### src/rtl/wheel_driver.sv
// ---------------------------------------------------------------------------
// wheel_driver
//
// Drives one wheel motor from a 3-bit one-hot action code. It ramps the PWM
// duty up to a run level, holds it there, and ramps it back down. Between
// any stop and the next start the motor sits braked for a fixed dwell. The
// direction output only changes while the wheel is fully stopped, so a
// reversal always passes through ramp-down, the braked dwell, and idle.
//
// Optional feature macro: WHEEL_DRIVER_SOFTSTART_EN
//   defined   : duty ramps by 1 LSB every RAMP_DIV clocks.
//   undefined : duty jumps straight to DUTY_MAX or to 0 in a single clock.
//               RAMP_DIV does not change behaviour in this build.
//
// Parameters
//   DUTY_MAX    run duty in 1/256 units (1..255)
//   RAMP_DIV    clocks per 1-LSB duty step while ramping (>= 1)
//   DEAD_CYCLES braked dwell in clocks after duty reaches zero (>= 1)
//
// Ports
//   CLOCK_50  in   sole clock, rising edge only
//   reset     in   synchronous, active-high
//   act[2:0]  in   3'b100 reverse, 3'b010 forward, 3'b001 stop;
//                  any other code is treated as stop
//   pwm       out  motor enable PWM, registered (pwm_cnt < duty)
//   dir       out  1 = forward, 0 = reverse
//   brake     out  1 = braked (IDLE and DEAD)
//   busy      out  high in RAMP_UP, RAMP_DOWN and DEAD
//   act_err   out  one-clock pulse after an invalid act code is sampled
// ---------------------------------------------------------------------------
module wheel_driver #(
    parameter int DUTY_MAX    = 200,
    parameter int RAMP_DIV    = 1000,
    parameter int DEAD_CYCLES = 5000
) (
    input  logic       CLOCK_50,
    input  logic       reset,
    input  logic [2:0] act,
    output logic       pwm,
    output logic       dir,
    output logic       brake,
    output logic       busy,
    output logic       act_err
);

    localparam logic [2:0] ACT_REV  = 3'b100;
    localparam logic [2:0] ACT_FWD  = 3'b010;
    localparam logic [2:0] ACT_STOP = 3'b001;

    localparam int PRESC_W = (RAMP_DIV > 1) ? $clog2(RAMP_DIV) : 1;
    localparam int DEAD_W  = (DEAD_CYCLES > 1) ? $clog2(DEAD_CYCLES) : 1;

    localparam logic [PRESC_W-1:0] PRESC_LAST = PRESC_W'(RAMP_DIV - 1);
    localparam logic [DEAD_W-1:0]  DEAD_LAST  = DEAD_W'(DEAD_CYCLES - 1);
    localparam logic [7:0]         DUTY_RUN   = 8'(DUTY_MAX);

    typedef enum logic [2:0] {
        IDLE,
        RAMP_UP,
        RUN,
        RAMP_DOWN,
        DEAD
    } state_t;

    state_t              state_q, state_d;
    logic [7:0]          duty_q, duty_d;
    logic [7:0]          pwm_cnt_q, pwm_cnt_d;
    logic [PRESC_W-1:0]  presc_q, presc_d;
    logic [DEAD_W-1:0]   dead_q, dead_d;
    logic                pwm_q, pwm_d;
    logic                dir_q, dir_d;
    logic                brake_q, brake_d;
    logic                busy_q, busy_d;
    logic                act_err_q, act_err_d;

    logic                act_fwd;
    logic                act_rev;
    logic                hold_dir;
    logic                presc_wrap;

    // Decode the action code. hold_dir means "the command still asks for the
    // direction we are already driving"; anything else (stop, invalid code or
    // the opposite direction) is a request to slow down.
    always_comb begin
        act_fwd    = (act == ACT_FWD);
        act_rev    = (act == ACT_REV);
        hold_dir   = dir_q ? act_fwd : act_rev;
        presc_wrap = (presc_q == PRESC_LAST);
    end

    // Next-state logic. The prescaler free-runs modulo RAMP_DIV inside a state
    // and is forced back to zero whenever the state changes, so every ramp
    // step is timed from the moment the state was entered. The dwell counter
    // only advances in DEAD and is zero everywhere else.
    always_comb begin
        state_d   = state_q;
        duty_d    = duty_q;
        dir_d     = dir_q;
        dead_d    = '0;
        presc_d   = presc_wrap ? '0 : presc_q + 1'b1;
        pwm_cnt_d = pwm_cnt_q + 8'd1;
        pwm_d     = (pwm_cnt_q < duty_q);
        act_err_d = !(act_fwd || act_rev || (act == ACT_STOP));

        case (state_q)
            IDLE: begin
                duty_d = 8'd0;
                if (act_fwd) begin
                    dir_d   = 1'b1;
                    state_d = RAMP_UP;
                end else if (act_rev) begin
                    dir_d   = 1'b0;
                    state_d = RAMP_UP;
                end
            end

            RAMP_UP: begin
                if (!hold_dir) begin
                    state_d = RAMP_DOWN;
                end else begin
`ifdef WHEEL_DRIVER_SOFTSTART_EN
                    // Re-entry from RAMP_DOWN can happen with duty already at
                    // the run level, in which case there is nothing to ramp.
                    if (duty_q >= DUTY_RUN) begin
                        duty_d  = DUTY_RUN;
                        state_d = RUN;
                    end else if (presc_wrap) begin
                        duty_d = duty_q + 8'd1;
                        if ((duty_q + 8'd1) == DUTY_RUN) begin
                            state_d = RUN;
                        end
                    end
`else
                    duty_d  = DUTY_RUN;
                    state_d = RUN;
`endif
                end
            end

            RUN: begin
                duty_d = DUTY_RUN;
                if (!hold_dir) begin
                    state_d = RAMP_DOWN;
                end
            end

            RAMP_DOWN: begin
                // A renewed request for the current direction resumes the
                // ramp-up from whatever duty has been reached.
                if (hold_dir) begin
                    state_d = RAMP_UP;
                end else begin
`ifdef WHEEL_DRIVER_SOFTSTART_EN
                    if (duty_q == 8'd0) begin
                        state_d = DEAD;
                    end else if (presc_wrap) begin
                        duty_d = duty_q - 8'd1;
                        if (duty_q == 8'd1) begin
                            state_d = DEAD;
                        end
                    end
`else
                    duty_d  = 8'd0;
                    state_d = DEAD;
`endif
                end
            end

            DEAD: begin
                duty_d = 8'd0;
                if (dead_q == DEAD_LAST) begin
                    state_d = IDLE;
                end else begin
                    dead_d = dead_q + 1'b1;
                end
            end

            default: begin
                duty_d  = 8'd0;
                state_d = IDLE;
            end
        endcase

        if (state_d != state_q) begin
            presc_d = '0;
            dead_d  = '0;
        end

        // brake and busy are registered from the next state so that they
        // always line up with the registered state itself.
        brake_d = (state_d == IDLE) || (state_d == DEAD);
        busy_d  = (state_d == RAMP_UP) || (state_d == RAMP_DOWN) ||
                  (state_d == DEAD);
    end

    // State and output registers. Reset brakes the motor at once, with no
    // ramp-down, from any state.
    always_ff @(posedge CLOCK_50) begin
        if (reset) begin
            state_q   <= IDLE;
            duty_q    <= 8'd0;
            pwm_cnt_q <= 8'd0;
            presc_q   <= '0;
            dead_q    <= '0;
            pwm_q     <= 1'b0;
            dir_q     <= 1'b1;
            brake_q   <= 1'b1;
            busy_q    <= 1'b0;
            act_err_q <= 1'b0;
        end else begin
            state_q   <= state_d;
            duty_q    <= duty_d;
            pwm_cnt_q <= pwm_cnt_d;
            presc_q   <= presc_d;
            dead_q    <= dead_d;
            pwm_q     <= pwm_d;
            dir_q     <= dir_d;
            brake_q   <= brake_d;
            busy_q    <= busy_d;
            act_err_q <= act_err_d;
        end
    end

    assign pwm     = pwm_q;
    assign dir     = dir_q;
    assign brake   = brake_q;
    assign busy    = busy_q;
    assign act_err = act_err_q;

endmodule
### config.mk
export PLATFORM = sky130hd
export DESIGN_NAME = wheel_driver
export DESIGN_NICKNAME = d
export VERILOG_FILES = /design/src/rtl/wheel_driver.sv
export SDC_FILE = /design/constraint.sdc
export NUM_CORES = 1
export LEC_CHECK = 0
export ABC_AREA = 1
export BUFFER_PORTS_ARGS = -buffer_cell sky130_fd_sc_hd__clkbuf_2
export CAP_MARGIN = 10
export CELL_PAD_IN_SITES_DETAIL_PLACEMENT = 0
export CELL_PAD_IN_SITES_GLOBAL_PLACEMENT = 1
export CORE_MARGIN = 4
export CORE_UTILIZATION = 46
export DETAILED_ROUTE_END_ITERATION = 7
export PLACE_DENSITY_LB_ADDON = 0.1
export SKIP_LAST_GASP = 1
export SLEW_MARGIN = 20
export SYNTH_ARGS = -nofsm -noshare
export SYNTH_HDL_FRONTEND = slang
export SYNTH_SLANG_ARGS = --single-unit
### constraint.sdc
create_clock -name CLOCK_50 -period 3.4 [get_ports CLOCK_50]
set_clock_uncertainty 0.1 [all_clocks]
set_input_delay 0.17 -clock CLOCK_50 [delete_from_list [all_inputs] [get_ports CLOCK_50]]
set_output_delay 0.17 -clock CLOCK_50 [all_outputs]
set_load 0.005 [all_outputs]
======== Word level (Yosys, flattened, before mapping) ========
Index checks and enable logic that the tools add are counted.
storage, ports and cells
  memories kept ........................... 0
  bits in latches ......................... 0
  bits in registers ....................... 37
  memory bits (writable) .................. 0
  input bits .............................. 5
  output and inout bits ................... 5
  ROM bits ................................ 0
  word-level logic and storage cells ...... 52
cells by class
  magnitude comparators ................... 1
  bitwise operators ....................... 1
  muxes and demuxes ....................... 13
  equal/unequal tests ..................... 14
  add/subtract/negate cells ............... 2
  divide/modulo/power cells ............... 0
  shifts and indexed selects .............. 0
  $mul .................................... 0
  reduce and logical (&&, ||, !) cells .... 12
operator list
  operator                                                                count
  8-bit case mux with 3 select lines                                      1
  8-bit 2-to-1 mux                                                        2
  3-bit 2-to-1 mux                                                        5
  3-bit case mux with 5 select lines                                      1
  13-bit by 1-bit adder with 13-bit output (second input constant)        1
  13-bit equality test (second input constant)                            1
  3-bit by 2-bit equality test with 1-bit output (second input constant)  4
  3-bit by 1-bit equality test with 1-bit output (second input constant)  3
  3-bit equality test (second input constant)                             3
  8-bit by 1-bit adder with 8-bit output (second input constant)          1
  8-bit less-than comparator                                              1
  3-bit zero test                                                         2
  1-bit logical OR                                                        5
  1-bit 2-to-1 mux                                                        4
  2-bit inequality test (second input constant)                           2
  2-bit AND reduction                                                     2
  4-bit OR reduction                                                      1
  3-bit inequality test                                                   1
  2-bit nonzero test                                                      1
  1-bit zero test                                                         1
  1-bit inverter                                                          1

======== Logic depth before layout (Yosys ltp) ========
  word-level depth ........................ 7
  gate-level depth with buffers ........... 8
  mapped depth without buffers ............ 8

======== Worst setup path before layout ========
Ideal clock, no wire load.
  path kind ............................... register to register
  start ................................... register dead_q[0]
  end ..................................... register dead_q[6]
  slack ................................... 2.153 ns
  library setup time ...................... 0.114 ns
  data required time ...................... 3.186 ns
  buffers on the path ..................... 0
  arrival time ............................ 1.033 ns
  stages on the path, launching flop included .. 7
  clock period less this slack ............ 1.247 ns
  cell sequence ........................... dfxtp_1 -> ha_1 -> nand2_1 -> nor2_4 -> nand3_1 -> xor2_1 -> nor2_1
on the way
  longest elaborated chain between the ends .. 5
  elaborated cells on any way between the ends .. 6
  classes of those cells .................. add/sub: 1; eq/ne: 2; mux: 2; reduce/logical: 1
ends and longest elaborated chain
  item                                RTL line  text
  start, declared                     69        logic [DEAD_W-1:0] dead_q, dead_d;
  start signal, assigned              204       dead_q <= '0;
  start signal, assigned              215       dead_q <= dead_d;
  13-bit equality test                171       if (dead_q == DEAD_LAST) begin
  3-bit 2-to-1 mux                    171
  3-bit case mux with 5 select lines  105       case (state_q)
  3-bit inequality test               184       if (state_d != state_q) begin
  4-bit OR reduction (no line)        -
Several ways; a longest one is shown, not always the timed one.
A chain may end at the register's enable or synchronous reset.

======== Final worst setup path ========
  start ................................... input reset
  end ..................................... register dead_q[2]
on the way
  longest elaborated chain between the ends .. 1
ends and longest elaborated chain
  item                          RTL line  text
  start, declared               37        input logic reset,
  4-bit OR reduction (no line)  -
Every way passes these cells.

==> results.txt <==
Max Clk Rate -> 634.7 MHz
Worst Tran Pin Value -> 323.3 ps
Row count -> 19
Post-synth cell types -> 25
Vias per cell -> 5.092
Crit path time final -> 1576 ps
Die width -> 63.76 µm
CP arrival -> 1700 ps
Lkg Pwr -> 0.6659 nW
Clock Latency Late Sink -> 310 ps
Syn Std Cell Area -> 0.001430 mm²
Worst Setup Start Kind -> primary input
Via count of the first global-routing pass -> 1225
Die Y -> 63.76 µm
Pwr dens -> 442.3 mW/mm²
Worst setup EP type -> flop
Post-synth EDFFs -> 0
Grt ovf -> 0
Outcome -> finished clean
Post-CTS Setup Bufs -> 0
Routed Antenna Nets -> 0
First-pass GRT wire length -> 4885 µm
Top cell type's share of synthesized area -> 41.99%
Async S/R FF share, synth -> 0%
Area grow syn2layout -> 9.624%
N_diodes -> 0
Number of CTS-inserted buffers -> 5
CP Max Fanout -> 13
Routability cong. -> 0.7378
Tot Pwr -> 693.5 µW
HP Class -> in -> reg
Synth Instances -> 192
Synthesis-stage register bit count -> 30
Worst slew margin -> 78.43%
Reg clk slew, reported paths -> 90 ps
Layout Utilization -> 54.96%
IO Pins -> 10
DRC Markers -> 0
Synth cell count leaders -> 37 x nand2_1, 30 x dfxtp_1, 27 x inv_1, 25 x nor2_1, 14 x nand3_1
Most common cell in the netlist -> nand2_1
Number of port buffers -> 9
Mean Syn Cell Area -> 7.449 µm²
DR iter-0 viols -> 52
Post-synthesis sequential area ratio -> 41.99%
Post_cts resized -> 0
Share of cells above drive strength 1 -> 16.83%
Final setup viols -> 0
Post-Route Setup TNS -> 0 ps
Final Hold Vio Count -> 0
Worst path required time -> 3530 ps
HPWL Detailed -> 2028 µm
Die footprint -> 0.004065 mm²
Clock tree from TritonCTS -> done
Detailed Route WL -> 2550 µm
Initial Utilization -> 50.13%
Area contributors post-synth -> dfxtp_1 42%, nand2_1 9.7%, inv_1 7.1%
Layout Nets -> 216
Root buf cell -> clkbuf_4
Sequential Area -> 600.6 µm²
Pre-antenna DRT Iters -> 6
Maximum VDD drop -> 0.3222 mV
Largest net degree at the start of global routing -> 14
Fillers -> 284
Clock tree buffer depth -> 2
Area leader, netlist -> dfxtp_1
Max-slew violations -> 0
DR WL/cell -> 10.67 µm
Clock sinks -> 30
Predominant post-synthesis flop cell -> dfxtp_1
Via count -> 1217
Core area -> 0.002853 mm²
CP Class -> in -> reg
Period utilisation layout -> 46.34%
Synth Warn # -> 0
Unrepaired setup endpoints after global routing -> false
Antenna violations before repair -> 0
Syn nets -> 201
Hold Buf Count CTS -> 1
MaxCap Viol Count -> 0
H-tree depth -> 2
Total GRT Usage -> 15.02%
Multi-input logic area -> 704.4 µm²
-- layer usage --
layer	track usage (%)	wire, µm
met1	15.53	1088
met3	4.028	78
met4	6.469	37
met2	28.29	1346
met5	0	0
-- through the flow --
stage | instances | hold WS [ps] | worst slack, ps | cell area [µm²]
final | 239 | 91.99 | 1824 | 1568
after global routing | 239 | 102.9 | 1666 | 1568
after CTS | 239 | 84.79 | 1784 | 1568
after detailed placement | 230 | 340.0 | 1951 | 1498
after global placement | 230 | 324.8 | 2023 | 1498
after floorplan | 192 | 136.7 | 2153 | 1430
-- worst paths after layout --
kind         slack, ps    startpoint  cells after the start            to
max               1820         reset                      5     dead_q[2]
min                 90        act[1]                      3           dir
max reg2reg       1980     dead_q[0]                      6     dead_q[2]
min reg2reg        360  pwm_cnt_q[0]                      1  pwm_cnt_q[0]
-- flip-flops by register name, indices dropped and copies added (netlist names) --
signal	cells
dead_q	13
pwm_cnt_q	8
state_q	3
act_err	1
brake	1
busy	1
dir	1
duty_q	1
pwm	1
-- placed cells by master (no fill, tap or decap), drive strengths merged --
master,count
o21a,1
clkinv,1
nand2,41
o21ai,5
nand3,16
ha,4
nor3,6
nand3b,1
xor2,4
dfxtp,30
clkbuf,16
o31ai,1
o211ai,1
nor2,32
dlygate4sd3,1
a21oi,12
nand4,6
inv,29
nor3b,1
-- power by group --
group / internal (mW) / switching, mW / total (mW)
Combinational: 0.0394 / 0.0541 / 0.0935
Sequential: 0.374 / 0.0130 / 0.387
Clock: 0.100 / 0.112 / 0.213
Total: 0.514 / 0.180 / 0.693
-- final cells by class --
type / count / area share [%]
clock buffers: 7 / 3.512
clock inverters: 1 / 0.3192
inverters: 29 / 6.943
multi-input cells: 131 / 44.93
flip-flops and latches: 30 / 38.31
well taps: 31 / 2.474
repair buffers: 10 / 3.512
-- cell families after synthesis --
family,after synthesis,synth area share (%)
AO/OA/AOI/OAI,20,8.312
adder cells (fa/ha/maj),4,3.500
AND/OR/NAND/NOR,103,35.00
buffers and inverters,31,8.749
flip-flops,30,42.00
XOR/XNOR,4,2.449
-- critical path, cell delays in order --
cell and delay [ps]:
dlygate4sd3_1 530, clkbuf_2 160, inv_1 260, nand3_2 340, nor3_1 240
(Power assumes the default switching activity.)
